$ cat config.mk
export PLATFORM = sky130hd
export DESIGN_NAME = bootram_ctrl
export DESIGN_NICKNAME = d
export VERILOG_FILES = /design/src/rtl/bootram_ctrl_pkg.sv /design/src/rtl/bootram_lane_sel.sv /design/src/rtl/bootram_ctrl.sv
export SDC_FILE = /design/constraint.sdc
export NUM_CORES = 1
export LEC_CHECK = 0
export ABC_AREA = 1
export CORE_ASPECT_RATIO = 1.4
export CORE_MARGIN = 10
export CORE_UTILIZATION = 43
export CTS_BUF_LIST = sky130_fd_sc_hd__clkbuf_16
export CTS_CLUSTER_DIAMETER = 30
export DETAILED_ROUTE_END_ITERATION = 8
export PLACE_DENSITY = 0.85
export SETUP_SLACK_MARGIN = 0.2
export SYNTH_ARGS = -nofsm -noshare
export SYNTH_HDL_FRONTEND = slang
export SYNTH_SLANG_ARGS = --single-unit
$ cat constraint.sdc
create_clock -name clk -period 4.7 [get_ports clk]
set_input_delay 0.94 -clock clk [delete_from_list [all_inputs] [get_ports clk]]
set_output_delay 0.94 -clock clk [all_outputs]
set_load 0.005 [all_outputs]
$ cat src/rtl/bootram_ctrl_pkg.sv
// Shared types and constants for the boot memory controller.
// Lanes are byte-wide; the word address is common to all banks.
package bootram_ctrl_pkg;

  localparam int BOOTRAM_BANKS  = 4;
  localparam int BOOTRAM_ADDR_W = 11;

  typedef enum logic [1:0] {
    ST_IDLE  = 2'd0,
    ST_ACC   = 2'd1,
    ST_RDATA = 2'd2,
    ST_DONE  = 2'd3
  } state_t;

  typedef enum logic {
    GRANT_CPU = 1'b0,
    GRANT_LD  = 1'b1
  } grant_t;

  function automatic logic [BOOTRAM_BANKS-1:0] lane_onehot(input logic [1:0] sel);
    logic [BOOTRAM_BANKS-1:0] mask;
    mask = '0;
    mask[sel] = 1'b1;
    return mask;
  endfunction

endpackage

$ cat src/rtl/bootram_lane_sel.sv
// Per-lane decode of chip enable, write enable and write data for one access.
// Pure combinational; every input comes from controller registers.
module bootram_lane_sel
  import bootram_ctrl_pkg::*;
#(
  parameter int BANKS = BOOTRAM_BANKS
) (
  input  logic               active,
  input  grant_t             grant,
  input  logic [BANKS-1:0]   wstrb,
  input  logic [1:0]         byte_sel,
  input  logic               wr_lock,
  input  logic [8*BANKS-1:0] cpu_wdata,
  input  logic [7:0]         ld_wdata,
  output logic [BANKS-1:0]   ram_ce,
  output logic [BANKS-1:0]   ram_wre,
  output logic [8*BANKS-1:0] ram_din
);

  logic                 is_ld;
  logic                 is_read;
  logic [BANKS-1:0]     ld_mask;
  logic [BANKS-1:0]     lane_hit;

  assign is_ld   = (grant == GRANT_LD);
  assign is_read = !is_ld && (wstrb == '0);
  assign ld_mask = lane_onehot(byte_sel);

  genvar gi;
  generate
    for (gi = 0; gi < BANKS; gi = gi + 1) begin : g_lane
      // A CPU read enables every lane; writes enable only the selected lanes.
      assign lane_hit[gi]      = is_ld ? ld_mask[gi] : (is_read || wstrb[gi]);
      assign ram_ce[gi]        = active && lane_hit[gi];
      assign ram_wre[gi]       = active && lane_hit[gi] && !is_read && !wr_lock;
      assign ram_din[8*gi +: 8] = is_ld ? ld_wdata : cpu_wdata[8*gi +: 8];
    end
  endgenerate

endmodule

$ cat src/rtl/bootram_ctrl.sv
// Arbiter and access sequencer for the four-bank boot RAM (CPU port + loader port).
// Bank OCE is tied high and bank RESET tied low where the banks are instantiated.
module bootram_ctrl
  import bootram_ctrl_pkg::*;
#(
  parameter int ADDR_W = BOOTRAM_ADDR_W,
  parameter int BANKS  = BOOTRAM_BANKS
) (
  input  logic               clk,
  input  logic               reset,
  input  logic               cpu_valid,
  output logic               cpu_ready,
  input  logic [31:0]        cpu_addr,
  input  logic [8*BANKS-1:0] cpu_wdata,
  input  logic [BANKS-1:0]   cpu_wstrb,
  output logic [8*BANKS-1:0] cpu_rdata,
  input  logic               ld_valid,
  output logic               ld_ready,
  input  logic [ADDR_W+1:0]  ld_addr,
  input  logic [7:0]         ld_wdata,
  input  logic               wr_lock,
  output logic [BANKS-1:0]   ram_ce,
  output logic [BANKS-1:0]   ram_wre,
  output logic [ADDR_W-1:0]  ram_ad,
  output logic [8*BANKS-1:0] ram_din,
  input  logic [8*BANKS-1:0] ram_dout
);

  generate
    if (BANKS != 4) begin : g_banks_check
      $error("bootram_ctrl: BANKS must be 4");
    end
  endgenerate

  state_t               state_reg, state_next;
  grant_t               grant_reg, grant_next;
  grant_t               last_grant_reg, last_grant_next;
  logic [ADDR_W-1:0]    addr_reg, addr_next;
  logic [BANKS-1:0]     wstrb_reg, wstrb_next;
  logic [8*BANKS-1:0]   wdata_reg, wdata_next;
  logic [7:0]           ld_byte_reg, ld_byte_next;
  logic [1:0]           lane_reg, lane_next;
  logic                 lock_reg, lock_next;
  logic [8*BANKS-1:0]   rdata_reg, rdata_next;
  logic                 is_read;
  logic                 addr_unused;

  // Address bits outside the word field are ignored, so the memory aliases.
  assign addr_unused = ^{cpu_addr[31:ADDR_W+2], cpu_addr[1:0]};

  assign is_read = (grant_reg == GRANT_CPU) && (wstrb_reg == '0);

  always_ff @(posedge clk or posedge reset) begin
    if (reset) begin
      state_reg      <= ST_IDLE;
      grant_reg      <= GRANT_CPU;
      last_grant_reg <= GRANT_CPU;
      addr_reg       <= '0;
      wstrb_reg      <= '0;
      wdata_reg      <= '0;
      ld_byte_reg    <= '0;
      lane_reg       <= '0;
      lock_reg       <= 1'b0;
      rdata_reg      <= '0;
    end else begin
      state_reg      <= state_next;
      grant_reg      <= grant_next;
      last_grant_reg <= last_grant_next;
      addr_reg       <= addr_next;
      wstrb_reg      <= wstrb_next;
      wdata_reg      <= wdata_next;
      ld_byte_reg    <= ld_byte_next;
      lane_reg       <= lane_next;
      lock_reg       <= lock_next;
      rdata_reg      <= rdata_next;
    end
  end

  always_comb begin
    state_next      = state_reg;
    grant_next      = grant_reg;
    last_grant_next = last_grant_reg;
    addr_next       = addr_reg;
    wstrb_next      = wstrb_reg;
    wdata_next      = wdata_reg;
    ld_byte_next    = ld_byte_reg;
    lane_next       = lane_reg;
    lock_next       = lock_reg;
    rdata_next      = rdata_reg;
    case (state_reg)
      ST_IDLE: begin
        if (cpu_valid || ld_valid) begin
          // Loader wins when alone, or when both ask and the CPU had the last grant.
          if (ld_valid && (!cpu_valid || last_grant_reg == GRANT_CPU)) begin
            grant_next   = GRANT_LD;
            addr_next    = ld_addr[ADDR_W+1:2];
            lane_next    = ld_addr[1:0];
            ld_byte_next = ld_wdata;
            wstrb_next   = '0;
          end else begin
            grant_next   = GRANT_CPU;
            addr_next    = cpu_addr[ADDR_W+1:2];
            wstrb_next   = cpu_wstrb;
            wdata_next   = cpu_wdata;
          end
          last_grant_next = grant_next;
          // Lock is captured with the request so no input reaches ram_wre directly.
          lock_next  = wr_lock;
          state_next = ST_ACC;
        end
      end
      ST_ACC: begin
        state_next = is_read ? ST_RDATA : ST_DONE;
      end
      ST_RDATA: begin
        rdata_next = ram_dout;
        state_next = ST_DONE;
      end
      ST_DONE: begin
        state_next = ST_IDLE;
      end
      default: begin
        state_next = ST_IDLE;
      end
    endcase
  end

  bootram_lane_sel #(
    .BANKS(BANKS)
  ) u_lane_sel (
    .active    (state_reg == ST_ACC),
    .grant     (grant_reg),
    .wstrb     (wstrb_reg),
    .byte_sel  (lane_reg),
    .wr_lock   (lock_reg),
    .cpu_wdata (wdata_reg),
    .ld_wdata  (ld_byte_reg),
    .ram_ce    (ram_ce),
    .ram_wre   (ram_wre),
    .ram_din   (ram_din)
  );

  assign ram_ad    = addr_reg;
  assign cpu_rdata = rdata_reg;
  assign cpu_ready = (state_reg == ST_DONE) && (grant_reg == GRANT_CPU);
  assign ld_ready  = (state_reg == ST_DONE) && (grant_reg == GRANT_LD);

endmodule

==> reports/summary.txt, run 1 <==
PLACEMENT
------------------------------------------------------------------------------
Final HPWL DP ...................................................      9.92 mm
Gp weighted congestion ..........................................        0.823
Count of input and output buffers ...............................          189
Pre-CTS setup slack .............................................      1.22 ns

TIMING
------------------------------------------------------------------------------
Final count of hold timing violations ...........................            0
Pins over their slew limit ......................................            0
Worst setup margin ..............................................     0.852 ns
RSZ-0062 raised after global routing ............................        false
Setup violation total in the final timing report ................            0
Achievable clock frequency ......................................    0.260 GHz
Slew Limit Headroom .............................................        45.3%
Final TNS setup .................................................         0 ns
Post-route fraction of the period consumed by the critical path .        81.9%
Clock period minus final worst setup slack ......................      3.85 ns
Tightest Pin Transition .........................................     0.820 ns
Max Clock Skew ..................................................   0.00525 ns

FLOORPLANNING
------------------------------------------------------------------------------
Placeable core area .............................................    9510 um^2
Total number of placement rows ..................................           42
Effective utilization at floorplan ..............................        44.0%
Number of ports placed on the die boundary ......................          211
Die area ........................................................   14100 um^2
Vertical extent of the die ......................................       137 um
Die X ...........................................................       103 um

SETUP PATH
------------------------------------------------------------------------------
Buffers and inverters on the worst path .........................            2
Startpoint-to-endpoint class of the critical path ............... flip-flop to primary output
Most Frequent Cell on Critical Path ............................. sky130_fd_sc_hd__nand2_1
Highest fanout seen on the critical path ........................           28
Top cell family by delay on the critical path ................... buffers and inverters
Worst setup slack for register-to-register paths ................      2.31 ns
Delay of the slowest critical-path stage ........................      0.90 ns
Slowest-stage cell, CP .......................................... sky130_fd_sc_hd__clkinv_1
Setup crit end kind ............................................. primary output
Cell-by-cell listing of the critical path ....................... clkinv_1, nand2_1, nand2_1, clkdlybuf4s50_1
Critical Path RT ................................................      3.76 ns
Launching element type of the critical path .....................    flip-flop
Data arrival time of the critical path ..........................      2.91 ns

FINAL LAYOUT
------------------------------------------------------------------------------
Most frequent cells in the layout ............................... sky130_fd_sc_hd__nand2_1, sky130_fd_sc_hd__clkdlybuf4s50_1, sky130_fd_sc_hd__dfrtp_1
Layout cells sized above 1 ......................................        8.22%
Fin nets ........................................................          794
Antenna Diode Count .............................................            0
Area growth, synth to finish ....................................        53.6%
Leading cell type in the layout, fill and taps excluded ......... sky130_fd_sc_hd__nand2_1
Combined area of the multi-input logic cells ....................    1640 um^2
Number of inserted filler cells in the final layout .............          744
Register area ...................................................    2330 um^2

GLOBAL ROUTING
------------------------------------------------------------------------------
Antenna violations before repair ................................            0
Gr ovfl total ...................................................            0
Gr usage total ..................................................        18.4%
Global-route wire length before repair ..........................      20.2 mm
Pin count of the biggest net entering global routing ............           67
Vias in the first global route ..................................         3919

SYNTHESIS
------------------------------------------------------------------------------
Post-synthesis cell area ........................................    4190 um^2
Fraction of the mapped netlist area in adder cells ..............        1.20%
Portion of the post-synthesis area used by sequential elements ..        55.6%
YS warnings .....................................................            0
Post-synthesis simple-gate area fraction ........................        26.4%
Number of instances in the synthesized netlist ..................          482
Dominant combinational cell family by area after synthesis ...... simple AND/OR/NAND/NOR gates
XOR/XNOR Fraction of Synth Area .................................           0%
Syn Nets ........................................................          612
Post-synthesis average cell area ................................    8.69 um^2
Share of the synthesized area in compound gates (AO/OA/AOI/OAI) .        3.02%
Number of library cell types mapped by synthesis ................           23
Post-synthesis sequential element count .........................           93
Multiplexer fraction of the synthesized cell area ...............        8.61%

CLOCK TREE
------------------------------------------------------------------------------
CTS resizes .....................................................            0
Inserted Clock Buffers ..........................................            9
Number of hold-repair buffers added at the cts stage ............            0
Depth of the CTS H-tree .........................................            3
Reg clk slew, reported paths ....................................      0.06 ns
Number of sinks handled by clock tree synthesis .................           93
Max Root-Sink Buffers ...........................................            2
Post-CTS setup repair buffer count ..............................            0
Clock insertion delay at the later pin of the skew report .......      0.33 ns
TritonCTS clock tree ............................................        built
Root buf cell ................................................... sky130_fd_sc_hd__clkbuf_16

ROUTING
------------------------------------------------------------------------------
Post-detailed-routing wire length ...............................      12.9 mm
First-pass detailed-route iteration total .......................            4
# DRC ...........................................................            0
Post-detailed-route wirelength per cell .........................      16.2 um
Routed vias .....................................................         3727
Drt via density .................................................         4.65
First DRT Iteration DRCs ........................................          146
Antenna-violating nets left .....................................            0

HOLD PATH
------------------------------------------------------------------------------
Kind of path behind the tightest hold check ..................... flip-flop to flip-flop

POWER
------------------------------------------------------------------------------
Pwr/cell area ...................................................  651 nW/um^2
Worst ir drop on vdd ............................................   0.000328 V
Leakage .........................................................   0.00314 uW

FLOW RUN
------------------------------------------------------------------------------
Max-cap viol count ..............................................            0

OUTCOME
------------------------------------------------------------------------------
Run status ...................................................... finished, final reports clean

path summary, 6_finish.rpt:
kind	from	end	depth (start not counted)
setup / recovery	last_grant_reg$_DFFE_PP0P_	ram_din[5]	4
hold / removal	wdata_reg[14]$_DFFE_PP0P_	wdata_reg[14]$_DFFE_PP0P_	2
setup reg to reg	last_grant_reg$_DFFE_PP0P_	wdata_reg[1]$_DFFE_PP0P_	7
hold reg to reg	wdata_reg[14]$_DFFE_PP0P_	wdata_reg[14]$_DFFE_PP0P_	2
max in group asynchronous	reset	wdata_reg[1]$_DFFE_PP0P_	3
min in group asynchronous	reset	ram_ad[4]$_DFFE_PP0P_	2
metal layers:
| layer | share of wire, % | global-route usage, % | up-vias |
|---|---|---|---|
| li1 | - | - | 1834 |
| met1 | 36 | 20.1 | 1751 |
| met2 | 52 | 32.0 | 132 |
| met3 | 10 | 7.02 | 10 |
| met4 | 1.3 | 5.81 | 0 |
| met5 | 0 | 0 | - |
worst reg2reg max path: stages (launching register included):
cell	delay [ns]
sky130_fd_sc_hd__dfrtp_1	0.88
sky130_fd_sc_hd__nand2_2	0.13
sky130_fd_sc_hd__nand2_4	0.20
sky130_fd_sc_hd__inv_2	0.16
sky130_fd_sc_hd__nor2_8	0.47
sky130_fd_sc_hd__inv_4	0.24
sky130_fd_sc_hd__nand2_1	0.13
sky130_fd_sc_hd__nand2_1	0.07
cells by family after synthesis:
group | after synthesis
buffers and inverters | 46
and+or+nand+nor | 284
adders and majority gates | 4
muxes | 32
AOI/OAI and AO/OA | 23
DFF | 93
metrics by stage:
step | hold WS [ns] | instances | utilization, % | total power (uW) | instance area [um^2]
floorplan | 0.442 | 482 | - | 2360 | 4190
global placement | 0.453 | 785 | 64.6 | 3420 | 6140
detailed placement | 0.459 | 785 | 64.6 | 3510 | 6140
CTS | 0.475 | 801 | 67.6 | 4240 | 6430
global route | 0.494 | 801 | 67.6 | 4500 | 6430
finish | 0.472 | 801 | 67.6 | 4190 | 6430
final cells by class:
type                            count  share of cell area (%)
Sequential cell                    93                    36.2
Tap cell                          132                    2.57
Multi-Input combinational cell    343                    25.5
Timing Repair Buffer              191                    29.6
Inverter                           26                    1.60
Clock inverter                      7                    1.01
Clock buffer                        9                    3.50
report_power, final:
part	internal, uW	switching (uW)
Combinational	1150	898
Sequential	1190	236
Clock	410	306
Total	2750	1440
cell usage after synthesis (all sizes together):
cell type / instances / area (um^2)
clkinv: 2 / 7.51
ha: 4 / 50.1
a21oi: 6 / 30.0
nand3: 3 / 15.0
nor2: 14 / 76.3
inv: 24 / 92.6
o21ai: 17 / 96.3
clkbuf: 3 / 11.3
nand2: 267 / 1010
mux2: 32 / 360
buf: 17 / 108
dfrtp: 93 / 2330
No activity file was read; power rests on OpenSTA's default activity.
==> inputs of run 2 (changes only) <==
--- a/config.mk
+++ b/config.mk
@@ -8,11 +8,11 @@
 export ABC_AREA = 1
 export CORE_ASPECT_RATIO = 1.4
 export CORE_MARGIN = 10
-export CORE_UTILIZATION = 43
+export CORE_UTILIZATION = 40
 export CTS_BUF_LIST = sky130_fd_sc_hd__clkbuf_16
 export CTS_CLUSTER_DIAMETER = 30
 export DETAILED_ROUTE_END_ITERATION = 8
-export PLACE_DENSITY = 0.85
+export PLACE_DENSITY = 0.8
 export SETUP_SLACK_MARGIN = 0.2
 export SYNTH_ARGS = -nofsm -noshare
 export SYNTH_HDL_FRONTEND = slang
==> constraint.sdc (replaced) <==
create_clock -name clk -period 3.75 [get_ports clk]
set_input_delay 0.75 -clock clk [delete_from_list [all_inputs] [get_ports clk]]
set_output_delay 0.75 -clock clk [all_outputs]
set_load 0.005 [all_outputs]
==> reports/summary.txt, run 2 (synthesized netlist as in run 1, its figures left out) <==
FINAL LAYOUT
------------------------------------------------------------------------------
Fin nets ........................................................          796   +0.25%
Antenna Diode Count .............................................            0   unchanged
Most frequent cells in the layout ............................... sky130_fd_sc_hd__nand2_1, sky130_fd_sc_hd__clkdlybuf4s50_1, sky130_fd_sc_hd__dfrtp_1
Leading cell type in the layout, fill and taps excluded ......... sky130_fd_sc_hd__nand2_1
Number of inserted filler cells in the final layout .............          898   +21%
Area growth, synth to finish ....................................        54.3%
Layout cells sized above 1 ......................................        8.06%   -0.16 points
Post-route cell area ............................................    6460 um^2   +0.41%

TIMING
------------------------------------------------------------------------------
Slew Limit Headroom .............................................        47.3%   +2.0 points
Worst setup margin ..............................................     0.872 ns   +0.0204 ns
Setup violation total in the final timing report ................            0   unchanged
Pins over their slew limit ......................................            0   unchanged
Final TNS setup .................................................         0 ns   unchanged
Smallest hold slack .............................................     0.472 ns   -0.000436 ns
Tightest Pin Transition .........................................     0.786 ns   -0.0343 ns
Clock period minus final worst setup slack ......................      2.88 ns
RSZ-0062 raised after global routing ............................        false
Post-route fraction of the period consumed by the critical path .        76.7%
Max Clock Skew ..................................................   0.00860 ns   +0.00335 ns
Final count of hold timing violations ...........................            0   unchanged
Achievable clock frequency ......................................    0.347 GHz

ROUTING
------------------------------------------------------------------------------
Antenna-violating nets left .....................................            0   unchanged
Routed vias .....................................................         3845   +3.2%
Post-detailed-routing wire length ...............................      13.3 mm   +2.7%
First-pass detailed-route iteration total .......................            5   +1
Drt via density .................................................         4.76   +2.3%
First DRT Iteration DRCs ........................................           96   -34%
Post-detailed-route wirelength per cell .........................      16.4 um   +1.8%
# DRC ...........................................................            0   unchanged

POWER
------------------------------------------------------------------------------
Cell internal pwr ...............................................      3450 uW   +26%
Worst ir drop on vdd ............................................   0.000478 V   +46%
Combinational fraction of design power ..........................        50.1%   +1.3 points
Net switching share of the total power ..........................        34.2%   -0.24 points
Clock power share ...............................................        16.5%   -0.6 points
Leakage .........................................................   0.00315 uW   +0.18%
Share of total power in sequential cells ........................        33.3%   -0.8 points
Pwr/cell area ...................................................  811 nW/um^2   +25%
Switch Pwr ......................................................      1790 uW   +24%

GLOBAL ROUTING
------------------------------------------------------------------------------
Antenna violations before repair ................................            0   unchanged
Gr ovfl total ...................................................            0   unchanged
Global-route wire length before repair ..........................      20.7 mm   +2.5%
Vias in the first global route ..................................         3910   -0.23%
Pin count of the biggest net entering global routing ............           52   -22%
Gr usage total ..................................................        17.4%   -0.98 points

FLOORPLANNING
------------------------------------------------------------------------------
Effective utilization at floorplan ..............................        40.7%   -3.3 points
Vertical extent of the die ......................................       141 um   +3.1%
Die area ........................................................   15000 um^2   +6.2%
Placeable core area .............................................   10300 um^2   +8.2%
Number of ports placed on the die boundary ......................          211   unchanged
Die X ...........................................................       106 um   +3.0%
Total number of placement rows ..................................           44   +4.8%

SETUP PATH
------------------------------------------------------------------------------
Highest fanout seen on the critical path ........................           24   -14%
Startpoint-to-endpoint class of the critical path ............... flip-flop to primary output
Data arrival time of the critical path ..........................      2.13 ns   -0.78 ns
Launching element type of the critical path .....................    flip-flop
Critical Path RT ................................................      3.00 ns   -0.76 ns
Setup crit end kind ............................................. primary output

CLOCK TREE
------------------------------------------------------------------------------
Inserted Clock Buffers ..........................................            9   unchanged
TritonCTS clock tree ............................................        built
Number of hold-repair buffers added at the cts stage ............            0   unchanged
Number of sinks handled by clock tree synthesis .................           93   unchanged
Post-CTS setup repair buffer count ..............................            0   unchanged
Clock insertion delay at the later pin of the skew report .......      0.33 ns   about the same
Reg clk slew, reported paths ....................................      0.06 ns   about the same
Root buf cell ................................................... sky130_fd_sc_hd__clkbuf_16
Depth of the CTS H-tree .........................................            3   unchanged
CTS resizes .....................................................            0   unchanged
Max Root-Sink Buffers ...........................................            2   unchanged

FLOW RUN
------------------------------------------------------------------------------
Max-cap viol count ..............................................            0   unchanged

PLACEMENT
------------------------------------------------------------------------------
Pre-CTS setup slack .............................................     0.967 ns   -0.257 ns
Final HPWL DP ...................................................      10.3 mm   +4.1%
Gp weighted congestion ..........................................        0.785   -4.7%
Count of input and output buffers ...............................          189   unchanged
DP Area .........................................................    6180 um^2   +0.57%

OUTCOME
------------------------------------------------------------------------------
Run status ...................................................... finished, final reports clean

HOLD PATH
------------------------------------------------------------------------------
Kind of path behind the tightest hold check ..................... flip-flop to flip-flop

-- run 2: cell type report --
type	instances	area (um^2)	share of cell area, %
Inverter	26	103	1.59
Sequential cell	93	2330	36.0
Multi-Input combinational cell	343	1640	25.4
Timing Repair Buffer	193	1930	29.9
Clock inverter	6	56.3	0.872
Clock buffer	9	225	3.49
Tap cell	138	173	2.67
-- run 2: worst paths after layout --
kind	start	to	slack, ns	cells after the start
setup / recovery	last_grant_reg$_DFFE_PP0P_	ram_wre[0]	0.87	7
hold / removal	ld_byte_reg[7]$_DFFE_PP0P_	ld_byte_reg[7]$_DFFE_PP0P_	0.47	2
setup reg to reg	state_reg[0]$_DFFE_PP0P_	wdata_reg[28]$_DFFE_PP0P_	1.62	7
hold reg to reg	ld_byte_reg[7]$_DFFE_PP0P_	ld_byte_reg[7]$_DFFE_PP0P_	0.47	2
max in group asynchronous	reset	last_grant_reg$_DFFE_PP0P_	2.24	3
min in group asynchronous	reset	ram_ad[3]$_DFFE_PP0P_	0.82	2
-- run 2: metal layers --
metal	GRT usage [%]	vias to the layer above	part of all wire, %
met1	19.1	1818	36
li1	-	1842	-
met5	0	-	0
met4	8.15	0	3.3
met2	30.3	157	53
met3	4.84	28	7.6
-- run 2: power groups by stage --
stage / sequential, uW / combinational (uW) / clock, uW
after global routing: 1800 / 2900 / 937
after detailed placement: 1760 / 2670 / 0
final: 1750 / 2630 / 866
after global placement: 1730 / 2590 / 0
after floorplan: 1740 / 1220 / 0
after CTS: 1750 / 2680 / 890
-- run 2: through the flow --
stage / cells / total power, uW / util (%)
2_1_floorplan: 482 / 2950 / -
3_3_place_gp: 793 / 4320 / 60.0
3_5_place_dp: 793 / 4430 / 60.0
4_1_cts: 808 / 5320 / 62.7
5_1_grt: 808 / 5640 / 62.7
6_report: 808 / 5240 / 62.7
-- run 2: worst max-delay path, cell delays in order (launching register included) --
cell	delay (ns)
sky130_fd_sc_hd__dfrtp_1	0.37
sky130_fd_sc_hd__buf_4	0.22
sky130_fd_sc_hd__nor2_1	0.17
sky130_fd_sc_hd__nand3_1	0.19
sky130_fd_sc_hd__nand2_1	0.11
sky130_fd_sc_hd__nand2_1	0.09
sky130_fd_sc_hd__nor2_1	0.11
sky130_fd_sc_hd__clkdlybuf4s50_1	0.53
